`src/rtl/serializador_rom8x16.sv`:
```
// -----------------------------------------------------------------------------
// serializador_rom8x16
// Pixel serializer on the read side of the 8x16 character ROM. The pixel
// timing {pix_tick, video_on, pix_x} is delayed by ROM_LAT clocks so that it
// lines up with the ROM row word. On each delayed pixel tick the row word is
// shifted out MSB first as a 12-bit RGB colour.
//
// Ports:
//   reloj      in   1  system clock
//   resetM     in   1  synchronous, active-high reset
//   pix_tick   in   1  one-clock pixel enable
//   pix_x      in   3  pixel column within the character
//   video_on   in   1  active-display flag for the current pixel
//   rom_data   in   8  ROM row word, bit 7 is the leftmost pixel
//   rgb        out 12  pixel colour, held between updates
//   pix_valid  out  1  one-clock pulse on each clock where rgb updates
//   desync     out  1  one-clock pulse when the shifter is realigned
//                      mid-character
// -----------------------------------------------------------------------------
module serializador_rom8x16 #(
   parameter int          ROM_LAT  = 2,
   parameter logic [11:0] COLOR_FG = 12'hFFF,
   parameter logic [11:0] COLOR_BG = 12'h000
) (
   input  logic        reloj,
   input  logic        resetM,
   input  logic        pix_tick,
   input  logic [2:0]  pix_x,
   input  logic        video_on,
   input  logic [7:0]  rom_data,
   output logic [11:0] rgb,
   output logic        pix_valid,
   output logic        desync
);

   // Each delay stage holds {tick, von, x[2:0]}.
   logic [4:0]  dl_q [ROM_LAT];

   logic        tick_d_s;
   logic        von_d_s;
   logic [2:0]  x_d_s;

   logic [7:0]  sr_q,    sr_d;
   logic [2:0]  cnt_q,   cnt_d;
   logic        armed_q, armed_d;
   logic [11:0] rgb_q,   rgb_d;
   logic        pv_q,    pv_d;
   logic        ds_q,    ds_d;

   logic        out_bit_s;
   logic [3:0]  shamt_s;

   assign tick_d_s = dl_q[ROM_LAT-1][4];
   assign von_d_s  = dl_q[ROM_LAT-1][3];
   assign x_d_s    = dl_q[ROM_LAT-1][2:0];

   // Shift amount for a realignment: x_d+1 can reach 8, which clears the word.
   assign shamt_s  = {1'b0, x_d_s} + 4'd1;

   // Delay line aligning pixel timing with the ROM output; reset drops
   // any ticks still in flight.
   always_ff @(posedge reloj) begin
      if (resetM) begin
         for (int i = 0; i < ROM_LAT; i++) begin
            dl_q[i] <= 5'd0;
         end
      end else begin
         dl_q[0] <= {pix_tick, video_on, pix_x};
         for (int i = 1; i < ROM_LAT; i++) begin
            dl_q[i] <= dl_q[i-1];
         end
      end
   end

   // Next-state decode: hold, blank, load, shift or realign.
   always_comb begin
      sr_d      = sr_q;
      cnt_d     = cnt_q;
      armed_d   = armed_q;
      rgb_d     = rgb_q;
      pv_d      = 1'b0;
      ds_d      = 1'b0;
      out_bit_s = 1'b0;
      if (tick_d_s) begin
         pv_d = 1'b1;
         if (!von_d_s) begin
            // Blanking is always black, independent of the background colour.
            rgb_d   = 12'h000;
            cnt_d   = 3'd0;
            armed_d = 1'b0;
         end else begin
            if (x_d_s == 3'd0) begin
               // Start of character: load has priority over any stale state.
               out_bit_s = rom_data[7];
               sr_d      = rom_data << 1;
               cnt_d     = 3'd1;
               armed_d   = 1'b1;
            end else if (armed_q && (cnt_q == x_d_s)) begin
               out_bit_s = sr_q[7];
               sr_d      = sr_q << 1;
               cnt_d     = cnt_q + 3'd1;
            end else begin
               // Shifter lost track of the column: pick the bit straight from
               // the ROM word and re-seed the shifter past it. Only flagged
               // when the shifter was believed to be in step.
               out_bit_s = rom_data[3'd7 - x_d_s];
               sr_d      = rom_data << shamt_s;
               cnt_d     = x_d_s + 3'd1;
               armed_d   = 1'b1;
               ds_d      = armed_q;
            end
            rgb_d = out_bit_s ? COLOR_FG : COLOR_BG;
         end
      end else begin
         pv_d = 1'b0;
      end
   end

   // Shifter state and registered outputs.
   always_ff @(posedge reloj) begin
      if (resetM) begin
         sr_q    <= 8'd0;
         cnt_q   <= 3'd0;
         armed_q <= 1'b0;
         rgb_q   <= 12'h000;
         pv_q    <= 1'b0;
         ds_q    <= 1'b0;
      end else begin
         sr_q    <= sr_d;
         cnt_q   <= cnt_d;
         armed_q <= armed_d;
         rgb_q   <= rgb_d;
         pv_q    <= pv_d;
         ds_q    <= ds_d;
      end
   end

   assign rgb       = rgb_q;
   assign pix_valid = pv_q;
   assign desync    = ds_q;

endmodule
```
`config.mk`:
```
export PLATFORM = sky130hd
export DESIGN_NAME = serializador_rom8x16
export DESIGN_NICKNAME = d
export VERILOG_FILES = /design/src/rtl/serializador_rom8x16.sv
export SDC_FILE = /design/constraint.sdc
export NUM_CORES = 1
export LEC_CHECK = 0
export CAP_MARGIN = 10
export CORE_MARGIN = 2
export CORE_UTILIZATION = 45
export DETAILED_ROUTE_END_ITERATION = 8
export HOLD_SLACK_MARGIN = 0.12
export PLACE_DENSITY = 0.68
export SLEW_MARGIN = 0
export SYNTH_ARGS = -nofsm -noshare
export SYNTH_HDL_FRONTEND = slang
export SYNTH_SLANG_ARGS = --single-unit
```
`constraint.sdc`:
```
create_clock -name reloj -period 2.63 [get_ports reloj]
set_input_delay 0.263 -clock reloj [delete_from_list [all_inputs] [get_ports reloj]]
set_output_delay 0.263 -clock reloj [all_outputs]
set_load 0.005 [all_outputs]
```
Word level (Yosys, flattened, before mapping)
Memories as Yosys holds them, arrays and structs flattened. Cells that the tools add are included.

Bits in registers: 26. Memories: 1. Output and inout bits: 14. Bits in writable memories: 10.

Memories: dl_q (words 2, width 5, read ports 2, clocked after memory_dff 0, write ports 2, RTL line 37) `logic [4:0] dl_q [ROM_LAT];`.

Bitwise logic cells: 4. Order comparisons: 1. Eq/ne operators: 2. Multiplexer cells: 22. Shift operators: 1. Reduce and logical (&&, ||, !) cells: 5. Add/sub/neg operators: 4.

Operator list (number): $mux W12 (2); $mux W8 (2); $mux W1 (12); $mux W5 (2); $mux W3 (3); $shl A8 B4 Y8 (1); $add A3 B1 Y3 const B (2); $reduce_or A5 Y1 (1); $add A3 B1 Y4 const B (1); $lt A3 B4 Y1 const B (1); $reduce_and A2 Y1 (2); $bmux W1 S3 (1); $eq A3 B3 Y1 (1); $logic_not A3 Y1 (1); $ne A3 B3 Y1 const B (1); $sub A3 B3 Y3 const A (1); $not A1 Y1 (2); $or A1 B1 Y1 (2); $logic_and A1 B1 Y1 (1).

Logic depth before layout (Yosys ltp)
Gate-level depths: netlist (run 1).

Depth after elaboration: 9. Mapped depth: 10.

Worst setup path before layout (run 1)
OpenSTA, ideal clock, no wires.

Path kind: register to register. Start: memory dl_q[1][0], in the netlist dl_q[0][5]. End: register sr_q[5]. Period minus slack after synthesis: 2.024 ns. Stages on the path, launching flop included: 9. Setup slack: 0.606 ns. Data required time: 2.507 ns. Arrival: 1.901 ns. Library setup time: 0.123 ns. Cell sequence: dfxtp_1 buf_6 buf_2 inv_1 ha_1 buf_2 mux4_2 o21ai_0 o21ai_0.

RTL lines: start, declared (RTL line 37); end signal, assigned (RTL line 129) `sr_q <= sr_d;`; end, declared (RTL line 43) `logic [7:0] sr_q, sr_d;`.

==> out/results.txt, run 1 <==
The run finished with clean final reports. Measured along the x axis, the die boundary spans 60.6 um. The instance count of the mapped netlist was 164; the number of antenna-violating nets in the routed design was 0.

The worst register-to-register path has a depth of 5. The layout-stage area growth over the synthesis result was 16.0%. The number of setup buffers added after CTS is 0. TritonCTS built the clock tree. The final count of negative-setup-slack endpoints was 0. The cell with the largest stage delay on the worst path is sky130_fd_sc_hd__dfxtp_1. For this run, the number of standard cells in the final layout without fillers is 217. The share of the clock period used by the worst path after layout was 0.791; the highest clock frequency the design can meet was 481 MHz. Tracing the worst setup path back leads to its startpoint at dl_q[0][7]$_SDFF_PP0_.

The synthesized design contains 25 register bits. In this run the critical register-to-register path is captured at sr_q[6]$_SDFFE_PP0P_. For the final routed database, the setup TNS stands at 0 ps. Minimum setup slack among reg-to-reg paths: 550 ps. The most used flip-flop cell after synthesis is sky130_fd_sc_hd__dfxtp_1. The worst register-to-register path begins at dl_q[0][7]$_SDFF_PP0_. The cell class contributing the biggest share of worst-path delay is simple AND/OR/NAND/NOR gates. The clock transition time at the flip-flop clock pins of the worst setup and hold paths works out to 150 ps. After detailed placement, the design holds a cell count of 213. The routed layout has 1213 vias. In the final routed layout, each cell accounts on average for 14.2 um. The critical path runs through a total of 5 cells. The number of levels in the clock H-tree is 1, and the leakage power total is 0.569 nW. Measured slew at the worst slew-check pin: 797 ps. The number of vias per cell after detailed routing works out to 5.59. The share of cells above drive strength 1 is 0.0694, and the number of violations reported at the end of detailed-routing iteration 0 is 35.

The largest total area in the synthesized netlist belongs to sky130_fd_sc_hd__dfxtp_1. The cell area after synthesis came out at 1440 um2. The core region is 3050 um2. The fraction of registers with async set/reset came out at 0. Data on the critical path is required at its endpoint by 2890 ps. After filler insertion, the fill cell instance count of the layout stands at 304.

Once the clock tree was built, the resizer swapped 0 gates to a different size. Yosys mapped a number of flops with a built-in enable equal to 0. The number of buffer cells added on primary ports is 28, and the half-perimeter wire length after detailed placement is 2.21 mm. The total power per unit cell area is 420 nW/um2. The tools report the clock latency on the worst-skew pair as 320 ps.

In the final design database the tool counted 192 nets. After global routing the overflow that remains totals 0. Clock tree synthesis inserted a total of 3 buffers.

The run gives 1098 as the via count of the first global-routing pass. STA classifies the critical path endpoint as a register. The number of hold-repair buffers added at the cts stage was 0; the final-report hold violation count was 0. The average instance in the mapped netlist occupies 8.79 um2. The endpoint of the most critical setup path was sr_q[6]$_SDFFE_PP0P_. The worst setup path is of the register to register kind. In this run the vertical extent of the chip is 60.6 um. The first global-routing pass estimated 5.00 mm of wire. The tools report the critical path arrival as 2340 ps. The cell that appears most often on the critical path is sky130_fd_sc_hd__o21ai_0. Number of clock sinks seen by CTS: 25. The worst-case setup slack after placement is 583 ps. During I/O placement, the number of pins put on the boundary was 29. VDD sags by at most 0.303 mV.

The top cell type's share of synthesized area was 0.347. The overall fraction of global-route tracks in use was 0.181. Setup repair after global routing left no endpoint under its margin. On the final layout, the worst clock skew is 1.15 ps.

The element type at the critical path start was a register. The tool flagged a number of max-cap violations equal to 0. The number of buffers and inverters on the critical path is 0. Counting along the longest clock path gives a buffer depth of 2.

The floorplan has 20 rows. The signal on the critical path passes through xnor2_1, and4_1, nor4_1, o21ai_0, o21ai_0. Synthesis instantiated 35 different standard cells from the library. The congestion estimate from routability-driven global placement came to 0.871. For the worst setup slack after layout, the log shows 550 ps. The tools report the worst slew margin relative to its limit as 0.468. The maximum number of pins on one net before global-route repair is 26, and the starting density of the core is 0.472. The worst hold path belongs to the class register to register. The initial antenna violation count is 0. The tree is rooted in a sky130_fd_sc_hd__clkbuf_4. The Yosys step of the flow raised 0 warnings. Before antenna repair, the detailed router went through 4 iterations. The largest single stage delay on the critical path is 620 ps. After synthesis, the cell types taking the most area are sky130_fd_sc_hd__dfxtp_1, sky130_fd_sc_hd__buf_4, sky130_fd_sc_hd__mux4_2.

In this run the worst path has a maximum fanout of 12. By instance count, the leading cell after synthesis is sky130_fd_sc_hd__dfxtp_1. The tools report the synthesized netlist net count as 182. The tools report the total wire length after detailed routing as 3.08 mm. Remaining routing DRC violations: 0. For the finished layout, the period the worst path requires is 2080 ps. The tools report the sequential-to-total area share from yosys stat as 0.347. The die covers 3670 um2.

Count of antenna diodes in the layout: 0. The max-slew violation count came out at 0. Sorting the synthesized cells by how often they occur yields sky130_fd_sc_hd__dfxtp_1, sky130_fd_sc_hd__a21oi_1, sky130_fd_sc_hd__buf_4, sky130_fd_sc_hd__nor2_1, sky130_fd_sc_hd__nor2b_1.
report_power, final:
part,total (mW),leakage (nW),switching [mW],internal (mW)
clock network,0.186,0.0183,0.124,0.0620
registers,0.395,0.204,0.00665,0.388
logic,0.120,0.347,0.0588,0.0616
metrics by stage:
step,utilization,hold slack [ps],area (um2),total power [mW]
3_5_place_dp,0.537,426,1640,0.523
5_1_grt,0.548,463,1670,0.734
3_3_place_gp,0.537,418,1640,0.521
2_1_floorplan,-,391,1440,0.482
6_report,0.548,457,1670,0.702
4_1_cts,0.548,457,1670,0.709
layout by cell type, fill, tap and decap left out, drive strengths merged:
cell / netlist / routed
nor3: 4 / 4
a221o: 3 / 3
nor2b: 12 / 12
o21ai: 8 / 8
xnor2: 4 / 4
nor4: 1 / 1
clkbuf: 8 / 3
nor2: 12 / 12
and4: 1 / 1
a21oi: 15 / 15
o211ai: 3 / 3
dfxtp: 25 / 25
xor2: 1 / 1
clkdlybuf4s50: 0 / 28
a211o: 3 / 3
or2: 1 / 1
nand2: 7 / 7
mux2: 1 / 1
ha: 3 / 3
a211oi: 2 / 2
a31oi: 1 / 1
nand2b: 1 / 1
a32oi: 1 / 1
buf: 17 / 2
and3: 1 / 1
mux2i: 5 / 5
and2: 2 / 2
mux4: 5 / 5
a31o: 1 / 1
nand3: 4 / 4
o22ai: 7 / 7
inv: 4 / 5
nand4: 1 / 1
registers in the layout, summed over array words and instances (netlist names):
register and count:
sr_q 8, dl_q 10, desync 1, cnt_q 3, rgb 1, armed_q 1
pix_valid 1
layer usage:
layer | share of wire | global-route usage | routed length, um
met1 | 0.45 | 0.229 | 1390
met3 | 0.061 | 0.0469 | 189
met5 | 0 | 0 | 0
met2 | 0.48 | 0.315 | 1490
met4 | 0.0032 | 0.0342 | 10
area by class of cell:
type                            count  area (um2)  share of cell area
Tap cell                           44        55.1              0.0329
Inverter                            4        15.0             0.00898
Multi-Input combinational cell    110         774               0.463
Clock inverter                      1        8.76             0.00524
Sequential cell                    25         500               0.299
Clock buffer                        3        22.5              0.0135
Timing Repair Buffer               30         295               0.177
logic make-up (layout without fill, tap and decap cells):
family	Yosys count	in the layout	share of synthesized area
mux	11	11	0.123
compound gates	44	44	0.192
xor+xnor	5	5	0.0304
fa+ha+maj	3	3	0.0260
buf+inv	29	38	0.115
simple gates	47	47	0.166
flops	25	25	0.347
worst min-delay path by stage:
stage,from,end,slack (ps),depth (start not counted)
5_1_grt,dl_q[0][3]$_SDFF_PP0_,dl_q[0][8]$_SDFF_PP0_,460,1
2_1_floorplan,pix_x[0],dl_q[0][0]$_SDFF_PP0_,390,1
6_report,dl_q[0][2]$_SDFF_PP0_,dl_q[0][7]$_SDFF_PP0_,460,1
3_3_place_gp,dl_q[0][3]$_SDFF_PP0_,dl_q[0][8]$_SDFF_PP0_,420,1
3_5_place_dp,dl_q[0][4]$_SDFF_PP0_,dl_q[0][9]$_SDFF_PP0_,430,1
4_1_cts,pix_tick,dl_q[0][4]$_SDFF_PP0_,460,2
No activity file was read; power rests on OpenSTA's default activity.
==> inputs of run 2 (changes only) <==
- clock period: 2.63 -> 2.2 ns (I/O delays scaled with it)
==> run 2 against run 1 <==
Sequential share of layout area decreased by 0.76 points. Global-route usage grew 1.8 points. Via count grew 1.1%. Design area up 2.6%. Critical path depth is the same. Hold slack worse by 36 ps. Routed wire length up 7.1%. Sequential power up 20%. Cell count up 2.8%. Flip-flop and latch count stayed put. Die area is the same. Non-clock buffer count is 6 higher. Highest routed layer unchanged.
==> out/results.txt, run 2 (synthesized netlist as in run 1, its figures left out) <==
The initial antenna violation count was 0; the share of the clock period used by the worst path after layout was 0.914. The min-delay analysis places its worst path in the category input pin to register. The wire length per cell came out at 14.8 um. The logs give 223 for the post-route non-filler standard cell count and 1226 for the total via count in the routed design. The first TritonRoute pass finished after 4 iterations. The register with the most flip-flops in the layout has 10 of them.

The final critical delay including setup and external delays was 2010 ps. For the final database, setup skew stands at 4.47 ps. The tools report the via count of the first global-routing pass as 1165. The number of violations reported at the end of detailed-routing iteration 0 was 66; the number of antenna-violating nets in the routed design was 0. The signal on the critical path passes through inv_1, ha_1, mux4_2, o21ai_0, o21ai_0.

The final standard cell utilization of the core was 0.562. Along the worst path, the maximum fanout reaches 7. The overall fraction of global-route tracks in use is 0.199, and the vertical die dimension is 60.6 um.

For this run, design rule violations remaining after detail routing come to 0. After detailed routing, the number of vias per cell comes to 5.50. Summed over all cells, the static leakage comes to 0.594 nW. 0 antenna diodes ended up in the layout. The clock transition time at the flip-flop clock pins of the worst setup and hold paths was 140 ps; the wire length of the first global-routing pass was 5.50 mm. The tools report the die footprint as 3670 um2. Data on the critical path arrives at its endpoint at 2250 ps. The I/O pin count is 29.

The worst setup path is captured at a register. The element type at the critical path start was a register. The root buffer cell chosen for the clock tree is sky130_fd_sc_hd__clkbuf_4. The starting density of the core came out at 0.472.

In this run the tool buffered the top-level ports with 28 buffer cells. For the maximum root-to-sink buffer count, the log shows 2. The startpoint-to-endpoint class of the critical path was register to register. The total wire length after detailed routing is 3.30 mm, and the number of hold-repair buffers added at the cts stage is 0. The worst slew margin relative to its limit is 0.640. At the end of the flow, the number of nets in the layout was 198. Setup repair after global routing left no endpoint under its margin. Measured slew at the worst slew-check pin: 535 ps.

Setup violations remaining at the end of the flow were counted as 0. For the weighted congestion at the end of routability-driven global placement, the log shows 0.891. The run gives 774 um2 as the area of the multi-input gates.

After filler insertion, the fill cell instance count of the layout stands at 307. Detailed placement ended at an HPWL of 2.43 mm. TritonCTS built the clock tree. The slowest stage of the critical path is the sky130_fd_sc_hd__dfxtp_1 cell. The run gives 219 as the post-placement cell count. The max-slew violation count was 0. The top cell types in the final layout, fill and taps aside, are sky130_fd_sc_hd__clkdlybuf4s50_1, sky130_fd_sc_hd__dfxtp_1, sky130_fd_sc_hd__a21oi_1. The required time at the worst-slack endpoint is 2440 ps, and the number of CTS-inserted buffers is 3.

Timing would allow up to 497 MHz. Summed over all failing endpoints, the final setup total negative slack is 0 ps. The number of clock sinks seen by CTS is 25, and the aggregate global routing overflow is 0. For the number of levels in the clock H-tree, the log shows 1. The floorplan has 20 rows. The sequential cells in the finished layout cover a total of 500 um2. The total area inside the core boundary comes to 3050 um2.

Prior to clock tree synthesis, the placed netlist has a worst setup slack of 191 ps. The number of buffers inserted to repair setup after CTS is 0, and the number of maximum-capacitance violations is 0. The run finished with clean final reports.

Post-CTS repair changed the size of 0 cells. The stage delay of the slowest cell on the critical path was 530 ps; the maximum number of pins on one net before global-route repair was 26. The share of cells above drive strength 1 was 0.101; the final-report hold violation count was 0. The worst-case IR drop observed on VDD is 0.307 mV. The most numerous cell type found on the critical path is sky130_fd_sc_hd__o21ai_0.

The leading cell type in the layout, fill and taps excluded is sky130_fd_sc_hd__clkdlybuf4s50_1. The layout-stage area growth over the synthesis result was 19.0%; the worst setup slack after layout was 188 ps. Power spread over the standard cell area amounts to 492 nW/um2. dl_q holds more flip-flops than any other register. The die is 60.6 um wide. At the later pin of the worst-skew pair, clock insertion delay measures 330 ps. The largest registers in the layout are dl_q: 10 flops, sr_q: 8 flops, cnt_q: 3 flops.
[run 2: changes by cell type in the layout (fill, tap and decap cells not counted), sizes merged]
| cell | delta |
|---|---|
| buf | +6 |
| clkinvlp | +1 |
| inv | -1 |
[run 2: layout make-up]
class	instances	share of cell area
Clock buffer	3	0.0131
Clock inverter	1	0.00438
Tap cell	44	0.0321
Timing Repair Buffer	36	0.198
Sequential cell	25	0.292
Multi-Input combinational cell	110	0.451
Inverter	4	0.00875
[run 2: routing by layer]
metal  vias up  wire (um)  GRT usage
met3         7        197     0.0341
li1        602          -          -
met1       579       1470      0.268
met5         -          0          0
met2        38       1580      0.329
met4         0         49     0.0621
[run 2: worst paths after layout]
kind / startpoint / endpoint / slack, ps / cells past startpoint
max: dl_q[0][5]$_SDFF_PP0_ / sr_q[5]$_SDFFE_PP0P_ / 190 / 5
min: pix_x[2] / dl_q[0][2]$_SDFF_PP0_ / 420 / 2
max reg2reg: dl_q[0][5]$_SDFF_PP0_ / sr_q[5]$_SDFFE_PP0P_ / 190 / 5
min reg2reg: dl_q[0][4]$_SDFF_PP0_ / dl_q[0][9]$_SDFF_PP0_ / 450 / 1
[run 2: report_power, final]
part           internal (mW)  switching (mW)  total [mW]
combinational         0.0814          0.0728       0.154
sequential             0.464         0.00863       0.473
clock                 0.0696           0.148       0.217
[run 2: worst max-delay path, delay by kind of cell, from the launching register on]
kind                     cells  cell delay (ps)
AO/OA/AOI/OAI                2              260
multiplexers                 1              530
buffers and inverters        1              160
adder cells (fa/ha/maj)      1              440
flip-flops                   1              530
[run 2: per-stage QoR]
step | hold WS, ps | power (mW) | instance area, um2
global placement | 418 | 0.632 | 1690
global route | 433 | 0.886 | 1720
finish | 421 | 0.845 | 1720
detailed placement | 420 | 0.636 | 1690
CTS | 422 | 0.856 | 1720
floorplan | 348 | 0.576 | 1440
==> inputs of run 3 (changes only) <==
- CORE_MARGIN: 2 -> 4
- SETUP_SLACK_MARGIN: unset -> 0.4
==> run 3 against run 2 <==
Sequential power barely moved. Critical endpoint unchanged. First-iteration DRC count rose by 4.5%. Hold slack improved by 9.5 ps. Via count rose by 1.4%. Combinational power rose by 7%. Utilization rose by 2.6 points. Non-clock buffer count rose by 7. Highest routed layer unchanged. Die area rose by 14%. Flip-flop and latch count did not move. Register-to-register slack improved by 310 ps. Clock skew barely moved.
==> out/results.txt, run 3 (synthesized netlist as in run 1, its figures left out) <==
For the weighted congestion at the end of routability-driven global placement, the log shows 0.879. The library cells used most frequently in the layout, excluding fill and tap cells, are sky130_fd_sc_hd__clkdlybuf4s50_1, sky130_fd_sc_hd__dfxtp_1, sky130_fd_sc_hd__a21oi_1. Most used routing layer: met2.

Number of levels in the clock H-tree: 1. Before antenna repair, the detailed router went through 4 iterations. Row generation in the floorplan step produced 20 rows. The maximum number of pins on one net before global-route repair came out at 23. The die is 64.6 um tall. Pin placement for this block handled 29 I/O pins. The tools report the endpoint of the most critical setup path as sr_q[5]$_SDFFE_PP0P_. Number of hold-repair buffers added at the cts stage: 0. Port buffering added 28 buffers. The origin of the worst setup path was dl_q[0][5]$_SDFF_PP0_. For the number of clock sinks seen by CTS, the log shows 25. Clock tree synthesis inserted a total of 3 buffers.

0 antenna diodes ended up in the layout. The die covers 4170 um2. For the met1 track demand over resource in global routing, the log shows 0.193. Via count of the first global-routing pass: 1118. Number of cells on the worst reg-to-reg path: 5. The startpoint identified for the worst register-to-register timing path is dl_q[0][5]$_SDFF_PP0_. In the post-route analysis, the smallest setup slack over all paths is 497 ps. The final-report hold violation count came out at 0. The share of cells above drive strength 1 works out to 0.167. For this block, the initial DRC count from the detailed router was 69. Highest clock frequency the design can meet: 587 MHz. Total wire length after detailed routing: 3.38 mm.

The longest clock path from root to sink contains 2 buffers. The register with the most flip-flops in the layout has 10 of them. The clock latency on the worst-skew pair is 320 ps, and the overall die width is 64.6 um.

The first global-routing pass estimated 5.20 mm of wire. The logs give 0 for the remaining routing DRC violations and 306 for the layout filler cell count. The run gives 205 as the number of nets in the layout. Along the worst path, the maximum fanout reaches 7. Relative to the synthesized area, the layout overhead comes to 24.5%.

The largest registers in the layout are dl_q: 10 flops, sr_q: 8 flops, cnt_q: 3 flops. In this run the remaining antenna-violating nets after routing total 0. The fraction of met3 tracks used by global routing was 0.0416. Broken down by cell family, the worst path's largest delay share belongs to multiplexers. The worst setup path is captured at a register. The required time at the worst-slack endpoint came out at 2430 ps.

The tools report the worst flop-to-flop path endpoint as sr_q[5]$_SDFFE_PP0P_. Setup violations remaining at the end of the flow were counted as 0. Dividing total power by cell area gives a power density of 477 nW/um2. Across the run, the number of max-cap violations was 0.

The buffers plus inverters on the worst setup path was 1; the critical path arrival was 1930 ps. For the initial antenna violation count, the log shows 0. The run gives 1243 as the total via count in the routed design.

The max-slew violation count is 0. The setup path with the least slack is of type register to register. The register with the most flip-flops was dl_q. The share of the clock period used by the worst path after layout was 0.774. The total negative slack is 0 ps, and the worst slew margin relative to its limit is 0.677. For the pin with the worst max-slew slack, the measured transition is 484 ps.

The root buffer cell chosen for the clock tree is sky130_fd_sc_hd__clkbuf_4. Using the TritonRoute via totals, the vias-per-cell ratio works out to 5.40. The tools report the overall fraction of global-route tracks in use as 0.158.

The run finished with clean final reports. The type of the worst min-delay path was input pin to register. The stage delay of the slowest cell on the critical path is 510 ps. For the leakage power total, the log shows 0.639 nW.

The tools report the met2 track utilization from global routing as 0.276. Setup repair after global routing left no endpoint under its margin. Clock-pin slew was measured on the worst setup and hold paths at 140 ps. The worst register-to-register path has a setup slack of 500 ps. The critical path runs through a total of 5 cells.

For the final database, setup skew stands at 4.41 ps. The signal on the critical path passes through inv_2, ha_4, mux4_2, o21ai_1, o21ai_0. Final critical delay including setup and external delays: 1700 ps.

The starting density of the core is 0.472. The leading cell type in the layout, fill and taps excluded was sky130_fd_sc_hd__clkdlybuf4s50_1. The worst setup path is launched from a register. VDD sags by at most 0.451 mV. The wire length per cell is 14.7 um, and the worst-case setup slack after placement is 231 ps.

The floorplan step defined a core boundary enclosing 3050 um2. TritonCTS built the clock tree. Among all stages on the critical path, the largest delay is contributed by sky130_fd_sc_hd__mux4_2. The total overflow left after global routing is 0. Half-perimeter wire length after detailed placement: 2.38 mm.
run 3: area by class of cell:
type	instances	area, um2	area share
Multi-Input combinational cell	110	787	0.439
Sequential cell	25	513	0.286
Timing Repair Buffer	43	393	0.219
Tap cell	44	55.1	0.0307
Clock buffer	3	22.5	0.0126
Inverter	4	15.0	0.00837
Clock inverter	1	8.76	0.00488
run 3: how the worst min path moves through the flow:
stage / from / to / cells past startpoint
after floorplan: pix_x[0] / dl_q[0][0]$_SDFF_PP0_ / 1
after global placement: dl_q[0][3]$_SDFF_PP0_ / dl_q[0][8]$_SDFF_PP0_ / 1
after detailed placement: dl_q[0][0]$_SDFF_PP0_ / dl_q[0][5]$_SDFF_PP0_ / 1
after CTS: pix_tick / dl_q[0][4]$_SDFF_PP0_ / 2
after global routing: pix_x[0] / dl_q[0][0]$_SDFF_PP0_ / 2
final: video_on / dl_q[0][3]$_SDFF_PP0_ / 2
run 3: worst reg2reg max path, stage by stage, from the launching register on:
cell and delay (ps):
sky130_fd_sc_hd__dfxtp_4 430, sky130_fd_sc_hd__inv_2 80, sky130_fd_sc_hd__ha_4 330, sky130_fd_sc_hd__mux4_2 520
sky130_fd_sc_hd__o21ai_1 150, sky130_fd_sc_hd__o21ai_0 100
run 3: layer usage:
metal | wire [um] | vias up
met3 | 204 | 6
met2 | 1650 | 42
met4 | 38 | 0
li1 | - | 619
met1 | 1480 | 576
met5 | 0 | -
run 3: timing repair:
action                                  in CTS  in global routing
gates resized for setup                      2                  4
pin swaps                                    0                  1
buffers inserted                             0                  9
endpoints found under the setup margin       5                  9
run 3: power by group:
group | switching, mW | internal, mW | total (mW)
combinational | 0.0745 | 0.0902 | 0.165
sequential | 0.00923 | 0.462 | 0.472
clock | 0.146 | 0.0741 | 0.220
run 3: stage by stage:
step | area [um2] | instances | util | total power [mW] | hold slack (ps)
3_3_place_gp | 1680 | 217 | 0.552 | 0.633 | 420
6_report | 1790 | 230 | 0.588 | 0.857 | 430
3_5_place_dp | 1680 | 217 | 0.552 | 0.634 | 428
4_1_cts | 1720 | 221 | 0.563 | 0.857 | 421
2_1_floorplan | 1470 | 164 | - | 0.581 | 348
5_1_grt | 1790 | 230 | 0.588 | 0.900 | 417
